`src/rtl/oldest2_issue_sched.sv`:
```
// ---------------------------------------------------------------------------
// oldest2_issue_sched
//
// Circular issue queue that grants the two oldest valid & ready entries each
// cycle. Entries are allocated at the tail and woken up by index. Issued
// entries leave holes, and head skips forward over holes that sit in front of
// the oldest surviving entry.
//
// Optional feature macro: OLDEST2_ISSUE_SCHED_BYPASS_EN
//   When defined, an allocation that is already ready goes straight out on
//   port 0 in the same cycle, provided no queued entry is eligible.
//   When undefined, issue outputs depend only on registered state.
//
// Ports
//   clk, rst_n                  clock, asynchronous active-low reset
//   flush_i                     drop every entry, pointers back to 0
//   alloc_valid_i/ready_o/data_i  allocate handshake (fires on valid & ready)
//   alloc_rdy_i                 operands of the allocated entry already present
//   wakeup_valid_i/idx_i        mark one entry ready
//   issN_valid_o/ready_i/data_o/idx_o  issue ports, N = 0 (oldest), 1 (next)
//   count_o                     tail - head (occupied span, holes included)
//
// Handshakes: a transfer happens on a rising edge where valid and ready are
// both 1. valid never depends on the matching ready.
// ---------------------------------------------------------------------------
module oldest2_issue_sched #(
    parameter int DEPTH      = 16,
    parameter int IDX_WIDTH  = 4,
    parameter int DATA_WIDTH = 32
) (
    input  logic                  clk,
    input  logic                  rst_n,
    input  logic                  flush_i,
    input  logic                  alloc_valid_i,
    output logic                  alloc_ready_o,
    input  logic [DATA_WIDTH-1:0] alloc_data_i,
    input  logic                  alloc_rdy_i,
    input  logic                  wakeup_valid_i,
    input  logic [IDX_WIDTH-1:0]  wakeup_idx_i,
    output logic                  iss0_valid_o,
    input  logic                  iss0_ready_i,
    output logic [DATA_WIDTH-1:0] iss0_data_o,
    output logic [IDX_WIDTH-1:0]  iss0_idx_o,
    output logic                  iss1_valid_o,
    input  logic                  iss1_ready_i,
    output logic [DATA_WIDTH-1:0] iss1_data_o,
    output logic [IDX_WIDTH-1:0]  iss1_idx_o,
    output logic [IDX_WIDTH:0]    count_o
);

    localparam int PW = IDX_WIDTH + 1;

    logic [DEPTH-1:0]      valid_q, valid_d;
    logic [DEPTH-1:0]      ready_q, ready_d;
    logic [DATA_WIDTH-1:0] data_q [DEPTH];
    logic [PW-1:0]         head_q, head_d;
    logic [PW-1:0]         tail_q, tail_d;

    logic                  full;
    logic [IDX_WIDTH-1:0]  tail_idx;
    logic                  g0_found, g1_found;
    logic [IDX_WIDTH-1:0]  g0_idx, g1_idx;
    logic                  alloc_fire, alloc_write;
    logic                  iss0_fire, iss1_fire;
    logic                  bypass_taken;

    assign tail_idx      = tail_q[IDX_WIDTH-1:0];
    assign count_o       = tail_q - head_q;
    assign full          = (head_q ^ tail_q) == {1'b1, {IDX_WIDTH{1'b0}}};
    assign alloc_ready_o = ~full;
    assign alloc_fire    = alloc_valid_i & alloc_ready_o;

    // Age-ordered scan from head: first two valid & ready entries win.
    always_comb begin
        logic [IDX_WIDTH-1:0] idx;
        g0_found = 1'b0;
        g1_found = 1'b0;
        g0_idx   = '0;
        g1_idx   = '0;
        idx      = '0;
        for (int k = 0; k < DEPTH; k++) begin
            idx = head_q[IDX_WIDTH-1:0] + IDX_WIDTH'(k);
            if (valid_q[idx] && ready_q[idx]) begin
                if (!g0_found) begin
                    g0_found = 1'b1;
                    g0_idx   = idx;
                end else if (!g1_found) begin
                    g1_found = 1'b1;
                    g1_idx   = idx;
                end
            end
        end
    end

`ifdef OLDEST2_ISSUE_SCHED_BYPASS_EN
    logic bypass;
    assign bypass       = ~g0_found & alloc_valid_i & alloc_rdy_i & alloc_ready_o;
    assign bypass_taken = bypass & iss0_ready_i;

    always_comb begin
        iss0_valid_o = g0_found | bypass;
        iss0_idx_o   = '0;
        iss0_data_o  = '0;
        if (g0_found) begin
            iss0_idx_o  = g0_idx;
            iss0_data_o = data_q[g0_idx];
        end else if (bypass) begin
            iss0_idx_o  = tail_idx;
            iss0_data_o = alloc_data_i;
        end
    end
`else
    assign bypass_taken = 1'b0;
    assign iss0_valid_o = g0_found;
    assign iss0_idx_o   = g0_found ? g0_idx : '0;
    assign iss0_data_o  = g0_found ? data_q[g0_idx] : '0;
`endif

    assign iss1_valid_o = g1_found;
    assign iss1_idx_o   = g1_found ? g1_idx : '0;
    assign iss1_data_o  = g1_found ? data_q[g1_idx] : '0;

    // Bypassed issue never occupied a slot, so only queued grants free entries.
    assign iss0_fire   = g0_found & iss0_ready_i;
    assign iss1_fire   = g1_found & iss1_ready_i;
    assign alloc_write = alloc_fire & ~bypass_taken & ~flush_i;

    always_comb begin
        logic [PW-1:0] span;
        logic          hit;
        logic [IDX_WIDTH-1:0] idx;
        valid_d = valid_q;
        ready_d = ready_q;
        tail_d  = tail_q;
        head_d  = head_q;
        span    = '0;
        hit     = 1'b0;
        idx     = '0;

        // Wakeup only touches live entries; applied before frees so a freed
        // slot never keeps a stale ready bit.
        if (wakeup_valid_i && valid_q[wakeup_idx_i]) begin
            ready_d[wakeup_idx_i] = 1'b1;
        end
        if (iss0_fire) begin
            valid_d[g0_idx] = 1'b0;
            ready_d[g0_idx] = 1'b0;
        end
        if (iss1_fire) begin
            valid_d[g1_idx] = 1'b0;
            ready_d[g1_idx] = 1'b0;
        end
        if (alloc_write) begin
            valid_d[tail_idx] = 1'b1;
            ready_d[tail_idx] = alloc_rdy_i |
                                (wakeup_valid_i && (wakeup_idx_i == tail_idx));
            tail_d = tail_q + PW'(1);
        end

        // Head moves to the oldest survivor, or meets tail when none remain.
        span   = tail_d - head_q;
        head_d = tail_d;
        for (int k = 0; k < DEPTH; k++) begin
            idx = head_q[IDX_WIDTH-1:0] + IDX_WIDTH'(k);
            if (!hit && (PW'(k) < span) && valid_d[idx]) begin
                hit    = 1'b1;
                head_d = head_q + PW'(k);
            end
        end

        if (flush_i) begin
            valid_d = '0;
            ready_d = '0;
            head_d  = '0;
            tail_d  = '0;
        end
    end

    always_ff @(posedge clk or negedge rst_n) begin
        if (!rst_n) begin
            valid_q <= '0;
            ready_q <= '0;
            head_q  <= '0;
            tail_q  <= '0;
        end else begin
            valid_q <= valid_d;
            ready_q <= ready_d;
            head_q  <= head_d;
            tail_q  <= tail_d;
        end
    end

    // Payload needs no reset: outputs are masked by the grant bits.
    always_ff @(posedge clk) begin
        if (alloc_write) begin
            data_q[tail_idx] <= alloc_data_i;
        end
    end

endmodule

```
`config.mk`:
```
export PLATFORM = sky130hd
export DESIGN_NAME = oldest2_issue_sched
export DESIGN_NICKNAME = d
export VERILOG_FILES = /design/src/rtl/oldest2_issue_sched.sv
export SDC_FILE = /design/constraint.sdc
export NUM_CORES = 1
export LEC_CHECK = 0
export ABC_AREA = 1
export CORE_UTILIZATION = 50
export CTS_CLUSTER_DIAMETER = 120
export DETAILED_ROUTE_END_ITERATION = 8
export PLACE_DENSITY = 0.69
export SLEW_MARGIN = 10
export SYNTH_ARGS = -nofsm -noshare
export SYNTH_HDL_FRONTEND = slang
export SYNTH_SLANG_ARGS = --single-unit
```
`constraint.sdc`:
```
create_clock -name clk -period 9 [get_ports clk]
set_input_delay 1.8 -clock clk [delete_from_list [all_inputs] [get_ports clk]]
set_output_delay 1.8 -clock clk [all_outputs]
set_load 0.03 [all_outputs]
```
==> impl_results.md, run 1 <==
* Setup TNS at 0 ns
* Main synth FF type: edfxtp_1
* Met2 GRT Util at 58.1%
* Worst R2R Setup Slack at 0.83 ns
* DIE AREA at between 60000 and 70000 µm²
* Row Count at 91
* Initial drt markers at 3413
* Worst path arrival time at 6.86 ns
* Outcome: finished clean
* Relative slew slack at 27.4%
* Share of flip-flops with an asynchronous set or reset at under 10%
* Worst Hold Class: flop to flop
* Core area at 62100 µm²
* DRC at 0
* Depth of the CTS H-tree at 2
* Vias post-DR at 28636
* Fmax at around 0.12 GHz
* CP Launch Point: head_q[2]$_DFFE_PN0P_
* Clk root buf: clkbuf_16
* Post-route minimum period at between 8 and 9 ns
* DRT antenna net count at 0
* Slew @ Worst Pin at 1.09 ns
* Longest Clk Path Bufs at 3
* Dominant cell type by area after synthesis: edfxtp_1
* R2R cell count at 50
* RSZ-0062 raised after global routing: false
* Cell Area, Placed at 34300 µm²
* Initial Util at 50.9%
* Cell Count, Final, Fillers Out at 4391
* Via/cell ratio at 6.52
* Syn Nets at 3481
* Worst clock skew at 0.0378 ns
* Post-CTS Hold Buffers at 0
* CP max FO at 46
* Crit. End Element: output port
* Final setup fails at 0
* Initial antenna violation count at 2
* Overflow after GRT at 0
* Total CTS buffers at 58
* Main area contributors after synthesis: edfxtp_1, nand2_1, o221ai_1
* Gr busiest metal: met2
* Most used cell, CP: nand2_1
* Io pins at 124
* Syn. warnings at 0
* Clock latency on the worst-skew pair at ~0.66 ns
* Final Max Slew Viols at 0
* Final Cell Area at 36300 µm²
* Mapped Avg Cell Area at 9.26 µm²
* CTS tree: built
* Diode count at 0
* GPL Wtd Cong at 1.06
* Synth top cells by count: nand2_1, edfxtp_1, inv_1
* Util after Layout at about three fifths
* Hold Vio Cnt, Final at 0
* Slowest CP cell: nand2_4
* FILL cells at 5386
* Peak per-stage delay on the critical path at around 0.64 ns
* Required time of the critical path at approximately 7.2 ns
* GR met3 Demand/Resource at 5.58%
* Post-synthesis cell type count at 62
* DR WL/cell at 26.8 µm
* Vias in the first global route at between 20000 and 30000
* Pin count of the biggest net entering global routing at 87
* Die width at 253 µm
* #FFs+latches synth at 554
* Worst R2R End: head_q[4]$_DFFE_PN0N_
* Crit start category: flop
* Gr usage total at 36.3%
* Final nets at 3581
* Die height at 253 µm
* Class of the most critical setup path: flop to output port
* Post-placement cell count at 4285
* Sequential-to-total area share from yosys stat at 52.0%
* Final WL at about 120 mm
* Layout cells sized above 1 at 11.4%
* Post-synth EDFFs at 512
* Port buffer count at 123
* Hpwl dp at 71.9 mm
* Setup crit end: iss0_data_o[23]
* Max-Cap Viols at 0
* Post-Syn Instances at around 3400
* Global routing usage on met1 at 48.2%
* Synthesized area at ~32000 µm²
* CTS clock-pin slew for the worst setup and hold paths at around 0.06 ns
* DR pass1 iterations at 7
* Fin crit share at 96.2%
* Most frequent cell after synthesis: nand2_1
* First-pass GRT wire length at 173 mm
* Synth top area share at 48.7%
* TritonCTS Sinks at 554
* Area grow syn2layout at 15.1%
* Critical R2R Launch: head_q[2]$_DFFE_PN0P_
what timing repair did:
action	CTS	global route
gates resized for setup	0	22
buffers inserted	0	1
setup endpoints to repair	0	68
flip-flops by register name, indices dropped and copies added, names as in the netlist:
name / flops
data_q: 512
head_q: 5
valid_q: 16
tail_q: 5
ready_q: 16
worst min path at each step:
stage	startpoint	endpoint	slack [ns]	cells after the start
after floorplan	tail_q[4]$_DFF_PN0_	tail_q[4]$_DFF_PN0_	0.55	2
after global placement	tail_q[4]$_DFF_PN0_	tail_q[4]$_DFF_PN0_	0.59	2
after detailed placement	tail_q[4]$_DFF_PN0_	tail_q[4]$_DFF_PN0_	0.61	2
after CTS	tail_q[4]$_DFF_PN0_	tail_q[4]$_DFF_PN0_	0.62	2
after global routing	tail_q[4]$_DFF_PN0_	tail_q[4]$_DFF_PN0_	0.62	2
final	tail_q[4]$_DFF_PN0_	tail_q[4]$_DFF_PN0_	0.61	2
cells by family after synthesis:
family | Yosys count | share of synthesized area (%)
xor+xnor | 33 | 0.963
flops | 554 | 52.0
buf+inv | 672 | 8.13
fa+ha+maj | 28 | 1.16
compound gates | 799 | 19.3
simple gates | 1323 | 18.4
cells in the final DEF, fill, tap and decap left out, drive strengths merged, types with 17 or more instances in the layout:
cell and n:
clkdlybuf4s50 48, nand2 685, xor2 25, dfrtp 42, a21oi 80, a22oi 261, nand3 371, buf 186
a31oi 19, o221ai 248, edfxtp 512, inv 472, clkinv 30, a211oi 26, o21ai 73, nand4 35
ha 26, a221o 17, nor2 211, clkbuf 68, a221oi 28
final cells by class:
| cell class | count | area (µm²) | area share [%] |
|---|---|---|---|
| Clock buffer | 68 | 1490 | 4.10 |
| Clock inverter | 37 | 389 | 1.07 |
| Inverter | 478 | 1820 | 5.00 |
| Multi-Input combinational cell | 2183 | 12700 | 35.1 |
| Sequential cell | 554 | 16400 | 45.2 |
| Tap cell | 837 | 1050 | 2.88 |
| Timing Repair Buffer | 234 | 2430 | 6.68 |
stage by stage:
stage	setup slack (ns)	hold slack [ns]
floorplan	0.861	0.548
detailed placement	0.735	0.607
global placement	0.794	0.587
finish	0.338	0.606
CTS	0.0412	0.620
global route	0.0155	0.624
critical path: cells and delay by family (launching register included):
kind	cells	cell delay, ns
compound gates	3	0.72
simple gates	18	3.03
flops	1	0.37
fa+ha+maj	1	0.28
buf+inv	7	1.36
xor+xnor	1	0.34
routing by layer:
| layer | part of all wire, % | vias to the layer above |
|---|---|---|
| met5 | 0.022 | - |
| met4 | 4.8 | 4 |
| met3 | 10 | 402 |
| met2 | 46 | 1820 |
| met1 | 39 | 13797 |
| li1 | - | 12613 |
Power of run 1 is not shown: default switching activity piles up to over one toggle a cycle in this logic, so the estimate is an artifact.
==> run 2, diff against run 1 <==
- CORE_MARGIN: not set -> 10
- DONT_BUFFER_PORTS: not set -> 1
- PLACE_DENSITY: 0.69 -> 0.66
==> run 2 against run 1 <==
  * Utilization shrank 2.3 points
  * Critical path type unchanged
  * First-iteration DRC count up 3.9%
  * Largest cell class unchanged
  * Sequential share of layout area up 1.4 points
  * Highest routed layer is now met4
==> impl_results.md, run 2 (synthesis gave the netlist of run 1 again) <==
* Overflow after GRT at 0 (unchanged)
* Final WL at 117 mm (-0.77%)
* DIE AREA at 73600 µm² (+15%)
* Class of the most critical setup path: flop to output port
* Most frequent cells in the layout: nand2_1, edfxtp_1, inv_1, nand3_1, a22oi_1
* CTS tree: built
* Depth of the CTS H-tree at 2 (unchanged)
* Port buffer count at 0 (-100%)
* Io pins at 124 (unchanged)
* Initial drt markers at 3547 (+3.9%)
* CP max FO at 39 (-15%)
* Clock latency on the worst-skew pair at 0.63 ns (-0.03 ns)
* Layout cells sized above 1 at 10.8% (-0.61 points)
* Hold Vio Cnt, Final at 0 (unchanged)
* Die height at 271 µm (+7.1%)
* Peak per-stage delay on the critical path at 0.56 ns (-0.08 ns)
* Worst Hold Class: flop to flop
* Post-CTS Hold Buffers at 0 (unchanged)
* Final nets at 3516 (-1.8%)
* Pin count of the biggest net entering global routing at 85 (-2.3%)
* Initial Util at 50.3% (-0.55 points)
* Max-Cap Viols at 0 (unchanged)
* GPL Wtd Cong at 0.959 (-9.9%)
* Clk root buf: clkbuf_16
* Fin crit share at 95.6% (-0.67 points)
* Longest Clk Path Bufs at 3 (unchanged)
* TritonCTS Sinks at 554 (unchanged)
* Most common cell after layout, fill and taps aside: nand2_1
* Worst clock skew at 0.0449 ns (+0.00709 ns)
* First-pass GRT wire length at 174 mm (+0.23%)
* Crit start category: flop
* Crit. End Element: output port
* Biggest register: data_q
* Total CTS buffers at 58 (unchanged)
* Slowest CP cell: nand2_4
* DRC at 0 (unchanged)
* Post-placement cell count at 4230 (-1.3%)
* Die width at 271 µm (+7.1%)
* Hpwl dp at 71.5 mm (-0.59%)
* Relative slew slack at 27.3% (-0.067 points)
* Most used cell, CP: nand2_1
* Vias in the first global route at 27611 (+0.065%)
* Worst path arrival time at 6.80 ns (-0.06 ns)
* Vias post-DR at 28459 (-0.62%)
* Gr usage total at 30.5% (-5.9 points)
* Setup TNS at 0 ns (unchanged)
* CTS clock-pin slew for the worst setup and hold paths at 0.06 ns (about the same)
* DRT antenna net count at 0 (unchanged)
* Top Registers: data_q: 512 flops, ready_q: 16 flops, valid_q: 16 flops
* DR WL/cell at 26.9 µm (+0.55%)
* Outcome: finished clean
* Row Count at 92 (+1.1%)
* Post-route minimum period at 8.60 ns (-0.0602 ns)
* Post-CTS sizing at 0 (unchanged)
* RSZ-0062 raised after global routing: false
* Final setup fails at 0 (unchanged)
* DR pass1 iterations at 6 (-1)
* Required time of the critical path at 7.20 ns (about the same)
* Max reg flops at 512 (unchanged)
* Via/cell ratio at 6.57 (+0.71%)
* Diode count at 0 (unchanged)
* Fmax at 0.116 GHz (+0.70%)
* Core area at 62700 µm² (+1.1%)
* Area grow syn2layout at 11.7%
* Setup repair bufs after CTS at 0 (unchanged)
* Slew @ Worst Pin at 1.09 ns (-0.00158 ns)
* Final Max Slew Viols at 0 (unchanged)
* Cell Count, Final, Fillers Out at 4333 (-1.3%)
* Initial antenna violation count at 0 (-2)
[run 2: final timing paths]
| kind | start | end | cells past startpoint | slack [ns] |
|---|---|---|---|---|
| setup reg to reg | head_q[2]$_DFFE_PN0P_ | head_q[3]$_DFFE_PN0N_ | 53 | 0.86 |
| min in group asynchronous | rst_n | head_q[1]$_DFFE_PN0P_ | 0 | 0.86 |
| hold reg to reg | tail_q[4]$_DFF_PN0_ | tail_q[4]$_DFF_PN0_ | 2 | 0.62 |
| setup / recovery | head_q[2]$_DFFE_PN0P_ | iss0_data_o[7] | 28 | 0.40 |
| max in group asynchronous | rst_n | ready_q[13]$_DFF_PN0_ | 0 | 8.00 |
| hold / removal | tail_q[4]$_DFF_PN0_ | tail_q[4]$_DFF_PN0_ | 2 | 0.62 |
[run 2: metrics by stage]
stage | util [%] | hold slack [ns] | setup WS (ns) | instance area, µm²
2_1_floorplan | - | 0.548 | 0.861 | 31600
3_3_place_gp | 53.1 | 0.605 | 0.757 | 33300
3_5_place_dp | 53.1 | 0.607 | 0.688 | 33300
4_1_cts | 56.1 | 0.622 | 0.0347 | 35200
5_1_grt | 56.2 | 0.651 | 0.0144 | 35300
6_report | 56.2 | 0.617 | 0.398 | 35300
[run 2: critical path: cells and delay by family (launching register included)]
| family | cells | cell delay, ns |
|---|---|---|
| XOR/XNOR | 1 | 0.16 |
| adder cells (fa/ha/maj) | 1 | 0.24 |
| AO/OA/AOI/OAI | 3 | 0.68 |
| buffers and inverters | 8 | 2.19 |
| flip-flops | 1 | 0.37 |
| AND/OR/NAND/NOR | 15 | 2.51 |
[run 2: area by class of cell]
type | count | area, µm²
clock buffer | 73 | 1510
timing repair buffer | 169 | 1410
sequential | 554 | 16400
multi-input combinational | 2183 | 12700
inverter | 478 | 1840
fill | 5540 | 27500
tap | 846 | 1060
clock inverter | 30 | 332
[run 2: routing by layer]
layer / up-vias / GRT usage [%] / wire [µm]
li1: 12496 / - / -
met1: 13766 / 38.6 / 43400
met2: 1819 / 49.8 / 54700
met3: 378 / 6.21 / 12900
met4: 0 / 13.8 / 5550
met5: - / 0 / 0
Power of run 2 is left out for the same reason.
